## src/rtl/pipe_hazard_tracker_pkg.sv

```systemverilog
// Shared hazard-interface constants: tag widths and hazard op-type encodings.
// Also used by the hazard detection unit, so both ends agree on the encoding.
package pipe_hazard_tracker_pkg;

  localparam int REG_AW   = 5;
  localparam int OPTYPE_W = 2;

  localparam logic [OPTYPE_W-1:0] OPT_NONE  = 2'b00;
  localparam logic [OPTYPE_W-1:0] OPT_ALU   = 2'b01;
  localparam logic [OPTYPE_W-1:0] OPT_LOAD  = 2'b10;
  localparam logic [OPTYPE_W-1:0] OPT_STORE = 2'b11;

endpackage

```

## src/rtl/pipe_hazard_tracker_stage_reg.sv

```systemverilog
// hazard_stage_reg: generic tag register, 1-cycle latency; flush beats enable, enable beats hold.
// A flush loads an all-zero bubble even while enable is low.
module hazard_stage_reg #(
  parameter int W = 8
) (
  input  logic         clk,
  input  logic         rst,
  input  logic         en,
  input  logic         flush,
  input  logic [W-1:0] data_in,
  output logic [W-1:0] data_out
);

  logic [W-1:0] stage_q;
  logic [W-1:0] stage_d;

  always_comb begin
    stage_d = stage_q;
    if (flush) begin
      stage_d = '0;
    end else if (en) begin
      stage_d = data_in;
    end
  end

  always_ff @(posedge clk) begin
    if (rst) begin
      stage_q <= '0;
    end else begin
      stage_q <= stage_d;
    end
  end

  assign data_out = stage_q;

endmodule

```

## src/rtl/pipe_hazard_tracker.sv

```systemverilog
// Tracks rd/rs2/op-type/valid of the EXE, MEM and WB instructions, 1 cycle per stage, all outputs registered.
// HAZARD_PERF_EN adds saturating bubble/flush counters; without it those ports are tied to 0.
module pipe_hazard_tracker
  import pipe_hazard_tracker_pkg::*;
#(
  parameter int REG_AW   = pipe_hazard_tracker_pkg::REG_AW,
  parameter int OPTYPE_W = pipe_hazard_tracker_pkg::OPTYPE_W,
  parameter int CNT_W    = 32
) (
  input  logic                clk,
  input  logic                rst,
  input  logic                valid_ID,
  input  logic [REG_AW-1:0]   rd_ID,
  input  logic [REG_AW-1:0]   rs2_ID,
  input  logic                we_ID,
  input  logic [OPTYPE_W-1:0] hazard_optype_ID,
  input  logic                reg_DE_EN,
  input  logic                reg_DE_flush,
  input  logic                reg_EM_EN,
  input  logic                reg_EM_flush,
  input  logic                reg_MW_EN,
  output logic [REG_AW-1:0]   rd_EXE,
  output logic [REG_AW-1:0]   rd_MEM,
  output logic [REG_AW-1:0]   rd_WB,
  output logic [REG_AW-1:0]   rs2_EXE,
  output logic [OPTYPE_W-1:0] optype_EXE,
  output logic [OPTYPE_W-1:0] optype_MEM,
  output logic                valid_EXE,
  output logic                valid_MEM,
  output logic                valid_WB,
  output logic [CNT_W-1:0]    bubble_cnt,
  output logic [CNT_W-1:0]    flush_cnt
);

  localparam int DE_W = 1 + 2*REG_AW + OPTYPE_W;
  localparam int EM_W = 1 + REG_AW + OPTYPE_W;
  localparam int MW_W = 1 + REG_AW;

  logic [REG_AW-1:0] rd_eff_ID;
  logic [DE_W-1:0]   de_in, de_out;
  logic [EM_W-1:0]   em_in, em_out;
  logic [MW_W-1:0]   mw_in, mw_out;

  // Non-writers, x0 writers and empty slots all carry tag 0, so a nonzero
  // tag downstream always means a real register write.
  always_comb begin
    rd_eff_ID = '0;
    if (valid_ID && we_ID && (rd_ID != '0)) begin
      rd_eff_ID = rd_ID;
    end
  end

  assign de_in = {valid_ID, rd_eff_ID, rs2_ID, hazard_optype_ID};
  assign em_in = {valid_EXE, rd_EXE, optype_EXE};
  assign mw_in = {valid_MEM, rd_MEM};

  hazard_stage_reg #(.W(DE_W)) u_de (
    .clk      (clk),
    .rst      (rst),
    .en       (reg_DE_EN),
    .flush    (reg_DE_flush),
    .data_in  (de_in),
    .data_out (de_out)
  );

  hazard_stage_reg #(.W(EM_W)) u_em (
    .clk      (clk),
    .rst      (rst),
    .en       (reg_EM_EN),
    .flush    (reg_EM_flush),
    .data_in  (em_in),
    .data_out (em_out)
  );

  hazard_stage_reg #(.W(MW_W)) u_mw (
    .clk      (clk),
    .rst      (rst),
    .en       (reg_MW_EN),
    .flush    (1'b0),
    .data_in  (mw_in),
    .data_out (mw_out)
  );

  assign {valid_EXE, rd_EXE, rs2_EXE, optype_EXE} = de_out;
  assign {valid_MEM, rd_MEM, optype_MEM}          = em_out;
  assign {valid_WB, rd_WB}                        = mw_out;

`ifdef HAZARD_PERF_EN
  logic [CNT_W-1:0] bubble_cnt_q, bubble_cnt_d;
  logic [CNT_W-1:0] flush_cnt_q, flush_cnt_d;

  always_comb begin
    bubble_cnt_d = bubble_cnt_q;
    flush_cnt_d  = flush_cnt_q;
    if (reg_DE_flush && (bubble_cnt_q != {CNT_W{1'b1}})) begin
      bubble_cnt_d = bubble_cnt_q + CNT_W'(1);
    end
    if (reg_EM_flush && (flush_cnt_q != {CNT_W{1'b1}})) begin
      flush_cnt_d = flush_cnt_q + CNT_W'(1);
    end
  end

  always_ff @(posedge clk) begin
    if (rst) begin
      bubble_cnt_q <= '0;
      flush_cnt_q  <= '0;
    end else begin
      bubble_cnt_q <= bubble_cnt_d;
      flush_cnt_q  <= flush_cnt_d;
    end
  end

  assign bubble_cnt = bubble_cnt_q;
  assign flush_cnt  = flush_cnt_q;
`else
  assign bubble_cnt = '0;
  assign flush_cnt  = '0;
`endif

endmodule

```

## config.mk

```make
export PLATFORM = sky130hd
export DESIGN_NAME = pipe_hazard_tracker
export DESIGN_NICKNAME = d
export VERILOG_FILES = /design/src/rtl/pipe_hazard_tracker_pkg.sv /design/src/rtl/pipe_hazard_tracker_stage_reg.sv /design/src/rtl/pipe_hazard_tracker.sv
export SDC_FILE = /design/constraint.sdc
export NUM_CORES = 1
export LEC_CHECK = 0
export CORE_AREA = 5 5 69 87
export CTS_CLUSTER_SIZE = 12
export DETAILED_ROUTE_END_ITERATION = 16
export DIE_AREA = 0 0 74 92
export PLACE_DENSITY = 0.75
export SKIP_CTS_REPAIR_TIMING = 1
export SYNTH_ARGS = -nofsm -noshare
export SYNTH_HDL_FRONTEND = slang
export SYNTH_HIERARCHICAL = 1
export SYNTH_SLANG_ARGS = --single-unit
```

## constraint.sdc

```tcl
create_clock -name clk -period 0.8 [get_ports clk]
set_clock_uncertainty 0.15 [all_clocks]
set_input_delay 0.08 -clock clk [delete_from_list [all_inputs] [get_ports clk]]
set_output_delay 0.08 -clock clk [all_outputs]
set_load 0.01 [all_outputs]
```

==> results.md, run 1 <==
- Setup violations, final: 50
- Violated checks: negative setup slack
- Syn avg cell area: roughly 9.4 sq um
- Synthesized cell area: 0.00152 sq mm
- NetSw: 0.000697 W
- Initial core utilization: 0.301
- Final core utilization: 0.427
- DR pass1 iterations: 3
- Non-Filler Instances: 288
- Leakage: 1.11 nW
- Number of clock sinks: 27
- RSZ-0062 raised after global routing: true
- Critical path class: register to output port
- Global-route wire length before repair: 4660 um
- Total global routing overflow: 0
- Core outline area: 0.00504 sq mm
- I/O pin count: 112
- Hold Crit Class: primary input to register
- Sw Share: 0.264
- Largest net degree at the start of global routing: 17
- Setup WS post-layout: -0.168 ns
- Max cap viols: 0
- Vias: 1,063
- Fraction of layout cells with a size suffix above 1: 0.376
- Pwr per Cell Area: between 1000 and 1500 mW/mm^2
- Logic pwr share: 0.189
- Placed insts: 281
- Reg2reg setup slack: -0.13 ns
- Layout overhead on the synthesized area: 41.6%
- Wire length per cell: 11.1 um
- Routed WL: between 3000 and 4000 um
- Drt drc: 0
- Synth area leader: dfxtp_1
- Row count: 29
- Final min period: 0.968 ns
- Seq pwr share: 0.521
- CTS H-tree lvls: 1
- CTS buffer count: 3
- GRT Total Usage: 0.0845
- Layout net count: 248
- CP max stage cell: dfxtp_2
- CTS root buf: clkbuf_8
- Final ANT Viol Nets: 0
- Clock tree buffer depth: 2
- Top cells by area, synth: dfxtp_1 (36%), buf_4 (32%), mux2i_1 (18%)
- CP Capture Type: output port
- Required time worst endpoint: between 0.5 and 0.6 ns
- Worst-path clk slew: around 0.090 ns
- HP Start: reg_DE_flush
- Final hold vios: 0
- Clock power frac: 0.290
- Vias in the first global route: 984
- Gpl congestion: 0.683
- Vias per cell: between 3 and 4
- #FFs+latches synth: 27
- Die Span X: 74 um
- Slowest stage delay, CP: 0.37 ns
- WHS Endpoint: u_de/data_out[2]
- F_max: 1030 MHz
- Synth top area share: 0.356
- Clk Latency, worst-skew pair: 0.27 ns
- RR Startpoint: u_em/data_out[7]
- Seq/Total Area, Yosys: 0.356
- Max FO, Critical Path: 2
- Cell family with the largest share of critical-path delay: flip-flops
- Total power: 0.00264 W
- Antenna violations before repair: 0
- Ys Warns: 6
- Crit-path cells: buf_6
- Final slew viol count: 0
- CP startpoint kind: register
- Peak supply drop: 0.832 mV
- Final Cycle Share: 1.21
- TritonCTS clock tree: built
- First DRT Iteration DRCs: 5
- Setup TNS: -5.77 ns
- Min-Delay Path Depth: 3
- N_diodes: 0
- Fill count: 507
- # port buffers: 47
- Die H: 92 um
- WP buf/inv: 1
- Synth unique cells: 12
- R2R Path End: u_mw/data_out[5]
- DP Wirelength: between 2000 and 3000 um
- Status: finished with violations
- CP arrival: roughly 0.74 ns
- Internal: 0.00195 W
- R2r worst-path depth: 3
- Synth Instances: between 150 and 200
- Die area: 0.00681 sq mm
## synthesized netlist by cell type
library cell and n:
buf_4 65, dfxtp_1 27, mux2i_1 27, nor2_1 27, and3_1 5, buf_6 3
buf_2 2, buf_12 1, conb_1 1, or2_0 1, or2_1 1, or2_4 1
## per-layer routing
metal,track usage,routed length (um),part of all wire
met1,0.104,1210,0.38
met2,0.141,1530,0.48
met3,0.0295,459,0.14
met4,0.0181,9,0.0028
met5,0,0,0
## flip-flops by register name (all words and copies together) (netlist names)
name	flops
u_mw/data_out	6
u_de/data_out	13
u_em/data_out	8
## through the flow
stage                     hold slack (ns)  worst slack [ns]  area [sq um]
after CTS                           0.274            -0.625          1970
final                              0.0474            -0.168          2150
after global placement              0.325            -0.470          1920
after floorplan                    0.0772            0.0189          1760
after detailed placement            0.334            -0.472          1920
after global routing               0.0654            -0.200          2150
## cells by family (layout without fill, tap and decap cells)
group,Yosys count,in the layout,synth area share
buf+inv,71,71,0.363
simple gates,35,36,0.101
mux,27,27,0.178
flops,27,27,0.356
other cells,1,65,0.00247
## power groups by stage
stage / clock [W] / combinational (W) / sequential, W
6_report: 0.000766 / 0.000500 / 0.00138
5_1_grt: 0.000862 / 0.000550 / 0.00138
4_1_cts: 0.000813 / 0.000449 / 0.00137
3_5_place_dp: 0 / 0.000448 / 0.00140
3_3_place_gp: 0 / 0.000448 / 0.00140
2_1_floorplan: 0 / 0.000504 / 0.00141
## worst max-delay path by stage
stage	startpoint	end	slack, ns	depth (start not counted)
2_1_floorplan	reg_DE_EN	u_de/data_out[0]	0.02	4
3_3_place_gp	reg_DE_EN	u_de/data_out[10]	-0.47	4
3_5_place_dp	reg_DE_EN	u_de/data_out[12]	-0.47	4
4_1_cts	u_de/data_out[8]	rd_EXE[1]	-0.62	1
5_1_grt	u_mw/data_out[0]	rd_WB[0]	-0.20	1
6_report	u_de/data_out[2]	rs2_EXE[0]	-0.17	1
## cell type report
type	instances	area, sq um	share of cell area
clock inverters	1	7.51	0.00349
well taps	62	77.6	0.0360
flip-flops and latches	27	574	0.267
multi-input cells	128	703	0.327
repair buffers	67	748	0.348
clock buffers	3	41.3	0.0192
## cell usage in the layout (no fill, tap or decap)
| cell type | instances |
|---|---|
| and3_1 | 5 |
| buf_12 | 2 |
| buf_4 | 8 |
| buf_6 | 36 |
| clkbuf_16 | 1 |
| clkbuf_8 | 3 |
| clkdlybuf4s50_1 | 13 |
| clkinvlp_4 | 1 |
| conb_1 | 65 |
| dfxtp_2 | 27 |
| dlymetal6s2s_1 | 7 |
| mux2i_1 | 25 |
| mux2i_2 | 1 |
| mux2i_4 | 1 |
| nor2_1 | 26 |
| nor2_4 | 1 |
| or2_2 | 1 |
| or2_4 | 3 |
(Power assumes the default switching activity.)
==> run 2: changes to the inputs <==
- ABC_AREA: not set -> 0
- CORE_AREA: 5 5 69 87 -> 5 5 76 96
- DIE_AREA: 0 0 74 92 -> 0 0 81 101
- PLACE_DENSITY: 0.75 -> not set
- SLEW_MARGIN: not set -> 20
==> results.md, run 2 (synthesis gave the netlist of run 1 again) <==
- Worst hold slack: 0.0682 ns (+0.0208 ns)
- Commonest non-fill, non-tap cell in the layout: conb_1
- Row count: 33 (+14%)
- Min-Delay Path Depth: 3 (unchanged)
- Vias in the first global route: 964 (-2.0%)
- Non-Filler Instances: 314 (+9.0%)
- GRT Total Usage: 0.0755 (-0.00904)
- Setup TNS: -6.16 ns (-0.390 ns)
- Peak supply drop: 0.734 mV (-12%)
- Placed Area: 0.00195 sq mm (+1.6%)
- Global-route wire length before repair: 4790 um (+2.8%)
- CP startpoint kind: register
- Final Cycle Share: 1.21 (-0.00126)
- CP Capture Type: output port
- Critical path class: register to output port
- Hold Crit Class: primary input to register
- WHS Endpoint: u_de/data_out[1]
- R2R Path End: u_em/data_out[5]
- R2r worst-path depth: 3 (unchanged)
- Final hold vios: 0 (unchanged)
- # port buffers: 47 (unchanged)
- CTS buffer count: 3 (unchanged)
- Number of clock sinks: 27 (unchanged)
- Die H: 101 um (+9.8%)
- Final slew viol count: 0 (unchanged)
- Vias per cell: 3.32 (-10%)
- TritonCTS clock tree: built
- Core outline area: 0.00636 sq mm (+26%)
- Placed insts: 306 (+8.9%)
- Status: finished with violations
- RSZ-0062 raised after global routing: true
- Setup violations, final: 49 (-2.0%)
- CTS H-tree lvls: 1 (unchanged)
- Initial core utilization: 0.239 (-0.0623)
- DR pass1 iterations: 4 (+1)
- Antenna violations before repair: 0 (unchanged)
- WP buf/inv: 1 (unchanged)
- First DRT Iteration DRCs: 13 (+8)
- Pwr per Cell Area: 1250 mW/mm^2 (+1.8%)
- Die area: 0.00818 sq mm (+20%)
- Final core utilization: 0.338 (-0.0884)
- CP max stage cell: dfxtp_2
- N_diodes: 0 (unchanged)
- Layout net count: 249 (+0.40%)
- CP arrival: 0.74 ns (about the same)
- Worst-path clk slew: 0.10 ns (about the same)
- Crit-path cells: buf_6
- Max FFs per register: 13 (unchanged)
- Vias: 1,043 (-1.9%)
- Fin area: 0.00215 sq mm (about the same)
- Most frequent cells in the layout: conb_1 (65), buf_6 (32), mux2i_1 (27), dfxtp_2 (27), nor2_1 (26)
- Clk Latency, worst-skew pair: 0.28 ns (about the same)
- Die Span X: 81 um (+9.5%)
- F_max: 1030 MHz (+0.10%)
- Layout overhead on the synthesized area: 41.5% (about the same)
- Max cap viols: 0 (unchanged)
- Cell family with the largest share of critical-path delay: flip-flops
- Final min period: 0.967 ns (-0.00101 ns)
- CTS root buf: clkbuf_8
- Slowest stage delay, CP: 0.36 ns (about the same)
- Gpl congestion: 0.736 (+7.8%)
- DP Wirelength: 2650 um (+5.8%)
- Violated checks: negative setup slack
- Clock tree buffer depth: 2 (unchanged)
- Total global routing overflow: 0 (unchanged)
- Fraction of layout cells with a size suffix above 1: 0.366 (-0.0105)
- Largest net degree at the start of global routing: 18 (+1)
- I/O pin count: 112 (unchanged)
- RR Startpoint: u_de/data_out[10]
- Routed WL: 3500 um (+9.2%)
- Final ANT Viol Nets: 0 (unchanged)
- Leakage: 1.11 nW (unchanged)
- Setup WS post-layout: -0.167 ns (+0.00101 ns)
- Required time worst endpoint: 0.57 ns (about the same)
- Wire length per cell: 11.1 um (+0.11%)
- Max FO, Critical Path: 2 (unchanged)
- HP Start: reg_DE_flush
- Reg2reg setup slack: -0.11 ns (+0.02 ns)
- Drt drc: 0 (unchanged)
==> run 2: cell count changes in the layout (fill, tap and decap cells not counted), sizes merged <==
cell,delta
buf,+1
clkdlybuf4s50,+1
clkinvlp,-1
dlymetal6s2s,-1
inv,+1
==> run 2: how the worst max path moves through the flow <==
| stage | depth (start not counted) | slack, ns | from | endpoint |
|---|---|---|---|---|
| after global routing | 1 | -0.20 | u_em/data_out[7] | valid_MEM |
| after CTS | 1 | -0.63 | u_de/data_out[8] | rd_EXE[1] |
| after global placement | 4 | -0.48 | reg_DE_EN | u_de/data_out[12] |
| after floorplan | 4 | 0.02 | reg_DE_EN | u_de/data_out[0] |
| after detailed placement | 3 | -0.48 | rst | u_em/data_out[1] |
| final | 1 | -0.17 | u_em/data_out[2] | rd_MEM[0] |
==> run 2: where the power goes <==
part	leakage (nW)	switching [W]	total [W]	internal [W]
Clock	0.0261	0.000459	0.000825	0.000366
Combinational	0.855	0.000267	0.000489	0.000222
Sequential	0.232	0.0000137	0.00138	0.00136
Total	1.11	0.000740	0.00269	0.00195
==> run 2: per-stage QoR <==
stage / power [W] / setup slack [ns]
2_1_floorplan: 0.00192 / 0.0189
3_5_place_dp: 0.00185 / -0.476
3_3_place_gp: 0.00185 / -0.485
5_1_grt: 0.00286 / -0.203
6_report: 0.00269 / -0.167
4_1_cts: 0.00270 / -0.632
==> run 2: final cells by class <==
| cell class | instances | area [sq um] |
|---|---|---|
| fill | 682 | 4210 |
| multi-input combinational | 128 | 679 |
| sequential | 27 | 574 |
| clock buffer | 3 | 41.3 |
| clock inverter | 1 | 8.76 |
| timing repair buffer | 68 | 738 |
| tap | 87 | 109 |
==> run 2: layer usage <==
layer / part of all wire / global-route usage / vias to the layer above / wire [um]
met2: 0.47 / 0.125 / 74 / 1630
li1: - / - / 514 / -
met1: 0.41 / 0.0935 / 453 / 1430
met4: 0.0060 / 0.0234 / 0 / 21
met5: 0 / 0 / - / 0
met3: 0.12 / 0.0224 / 2 / 416
==> run 2: tightest hold or removal path, stage by stage <==
cell and delay, ns:
dlymetal6s2s_1 0.13, or2_4 0.20, nor2_1 0.05
==> run 3: changes to the inputs <==
- clock period: 0.8 -> 1.2 ns (I/O delays scaled with it)
==> results.md, run 3 (synthesis gave the netlist of run 1 again) <==
- Status: finished, final reports clean
- Critical path class: register to output port
- I/O pin count: 112 (unchanged)
- Setup crit start: u_de/data_out[5]
- R2R Path End: u_de/data_out[12]
- N_diodes: 0 (unchanged)
- R2r worst-path depth: 3 (unchanged)
- Vias per cell: 3.29 (-0.97%)
- Setup TNS: 0 ns (+6.16 ns)
- RSZ-0062 raised after global routing: false
- Die H: 101 um (unchanged)
- # port buffers: 47 (unchanged)
- Largest net degree at the start of global routing: 17 (-1)
- Die area: 0.00818 sq mm (unchanged)
- Final Cycle Share: 0.894
- Worst-path clk slew: 0.09 ns (about the same)
- CTS buffer count: 3 (unchanged)
- Drt drc: 0 (unchanged)
- Final min period: 1.07 ns
- CP max stage cell: dfxtp_1
- Leakage: 1.44 nW (+29%)
- DR pass1 iterations: 4 (unchanged)
- CP Capture Type: output port
- Initial core utilization: 0.239 (unchanged)
- Core outline area: 0.00636 sq mm (unchanged)
- Final ANT Viol Nets: 0 (unchanged)
- Min-Delay Path Depth: 3 (unchanged)
- Wire length per cell: 10.6 um (-4.3%)
- Peak supply drop: 0.335 mV (-54%)
- Reg area: 541 sq um (-5.9%)
- Required time worst endpoint: 0.93 ns (+0.36 ns)
- Layout overhead on the synthesized area: 37.1%
- First DRT Iteration DRCs: 19 (+6)
- Commonest non-fill, non-tap cell in the layout: conb_1
- CP startpoint kind: register
- TritonCTS clock tree: built
- Final core utilization: 0.328 (-0.0104)
- Setup violations, final: 0 (-100%)
- WP buf/inv: 1 (unchanged)
- Gpl congestion: 0.724 (-1.6%)
- Vias in the first global route: 935 (-3.0%)
- CP arrival: 0.80 ns (+0.06 ns)
- F_max: 932 MHz
- CTS H-tree lvls: 1 (unchanged)
- Fraction of layout cells with a size suffix above 1: 0.107 (-0.258)
- Cell family with the largest share of critical-path delay: flip-flops
- HP Start: rs2_ID[1]
- WHS Endpoint: u_de/data_out[3]
- Global-route wire length before repair: 4640 um (-3.0%)
- Pwr per Cell Area: 843 mW/mm^2 (-33%)
- Vias: 1,023 (-1.9%)
- Total global routing overflow: 0 (unchanged)
- Crit-path cells: dlymetal6s2s_1
- Final hold vios: 0 (unchanged)
- CTS root buf: clkbuf_8
- Worst hold slack: 0.308 ns (+0.240 ns)
- Row count: 33 (unchanged)
- Clock tree buffer depth: 2 (unchanged)
- Number of clock sinks: 27 (unchanged)
- Die Span X: 81 um (unchanged)
- Area taken by multi-input logic gates: 668 sq um (-1.7%)
- Slowest stage delay, CP: 0.35 ns (about the same)
- Antenna violations before repair: 0 (unchanged)
- Clk Latency, worst-skew pair: 0.27 ns (about the same)
- Max FO, Critical Path: 2 (unchanged)
- Hold Crit Class: primary input to register
- Max cap viols: 0 (unchanged)
- Most frequent cells in the layout: conb_1 (65), dlymetal6s2s_1 (27), mux2i_1 (27), nor2_1 (27), dfxtp_1 (27)
- Layout net count: 246 (-1.2%)
- Fill count: 678 (-0.59%)
- RR Startpoint: u_de/data_out[12]
- DP Wirelength: 2660 um (+0.16%)
- GRT Total Usage: 0.0753 (-0.000156)
- Fin area: 0.00208 sq mm (-3.1%)
- Final slew viol count: 0 (unchanged)
- Routed WL: 3310 um (-5.2%)
- Max FFs per register: 13 (unchanged)
- Reg2reg setup slack: 0.29 ns (+0.40 ns)
- Placed Area: 0.00197 sq mm (+1.0%)
[run 3: cell types whose count changed in the layout (fill, tap and decap cells not counted), moves of 3 or more]
cell / before / now
dlymetal6s2s_1: 6 / 27
dfxtp_2: 27 / 0
dfxtp_1: 0 / 27
buf_4: 13 / 16
clkdlybuf4s50_1: 14 / 20
buf_6: 32 / 0
[run 3: power by group]
group          leakage (nW)  total, W  internal (W)  switching, W
clock network        0.0217  0.000532      0.000236      0.000296
registers             0.218  0.000913      0.000908    0.00000588
logic                  1.20  0.000312      0.000139      0.000173
[run 3: cell type report]
class	instances	share of cell area
sequential	27	0.259
tap	87	0.0522
multi-input combinational	127	0.321
clock buffer	3	0.0198
timing repair buffer	66	0.345
clock inverter	1	0.00360
[run 3: layer usage]
metal | GRT usage | vias to the layer above | share of wire
met5 | 0 | - | 0
met4 | 0.0312 | 0 | 0.011
met3 | 0.0250 | 4 | 0.13
met2 | 0.115 | 72 | 0.45
met1 | 0.0964 | 441 | 0.41
li1 | - | 506 | -
[run 3: metrics by stage]
stage                     power, W  worst slack (ns)  std cells
after floorplan            0.00128             0.379        225
after global placement     0.00124            -0.120        307
after detailed placement   0.00124            -0.130        307
after CTS                  0.00180            -0.279        311
after global routing       0.00187            0.0529        311
final                      0.00176             0.127        311
[run 3: worst max-delay path by stage]
stage | to | slack (ns) | cells past startpoint
finish | rs2_EXE[3] | 0.13 | 1
global route | rd_EXE[4] | 0.05 | 1
CTS | rd_EXE[4] | -0.28 | 1
detailed placement | u_de/data_out[12] | -0.13 | 4
global placement | u_de/data_out[12] | -0.12 | 4
floorplan | u_de/data_out[0] | 0.38 | 4
[run 3: tightest hold or removal path, delay by kind of cell]
family        cells  cell delay, ns
buf+inv           1            0.40
simple gates      1            0.05
mux               1            0.13
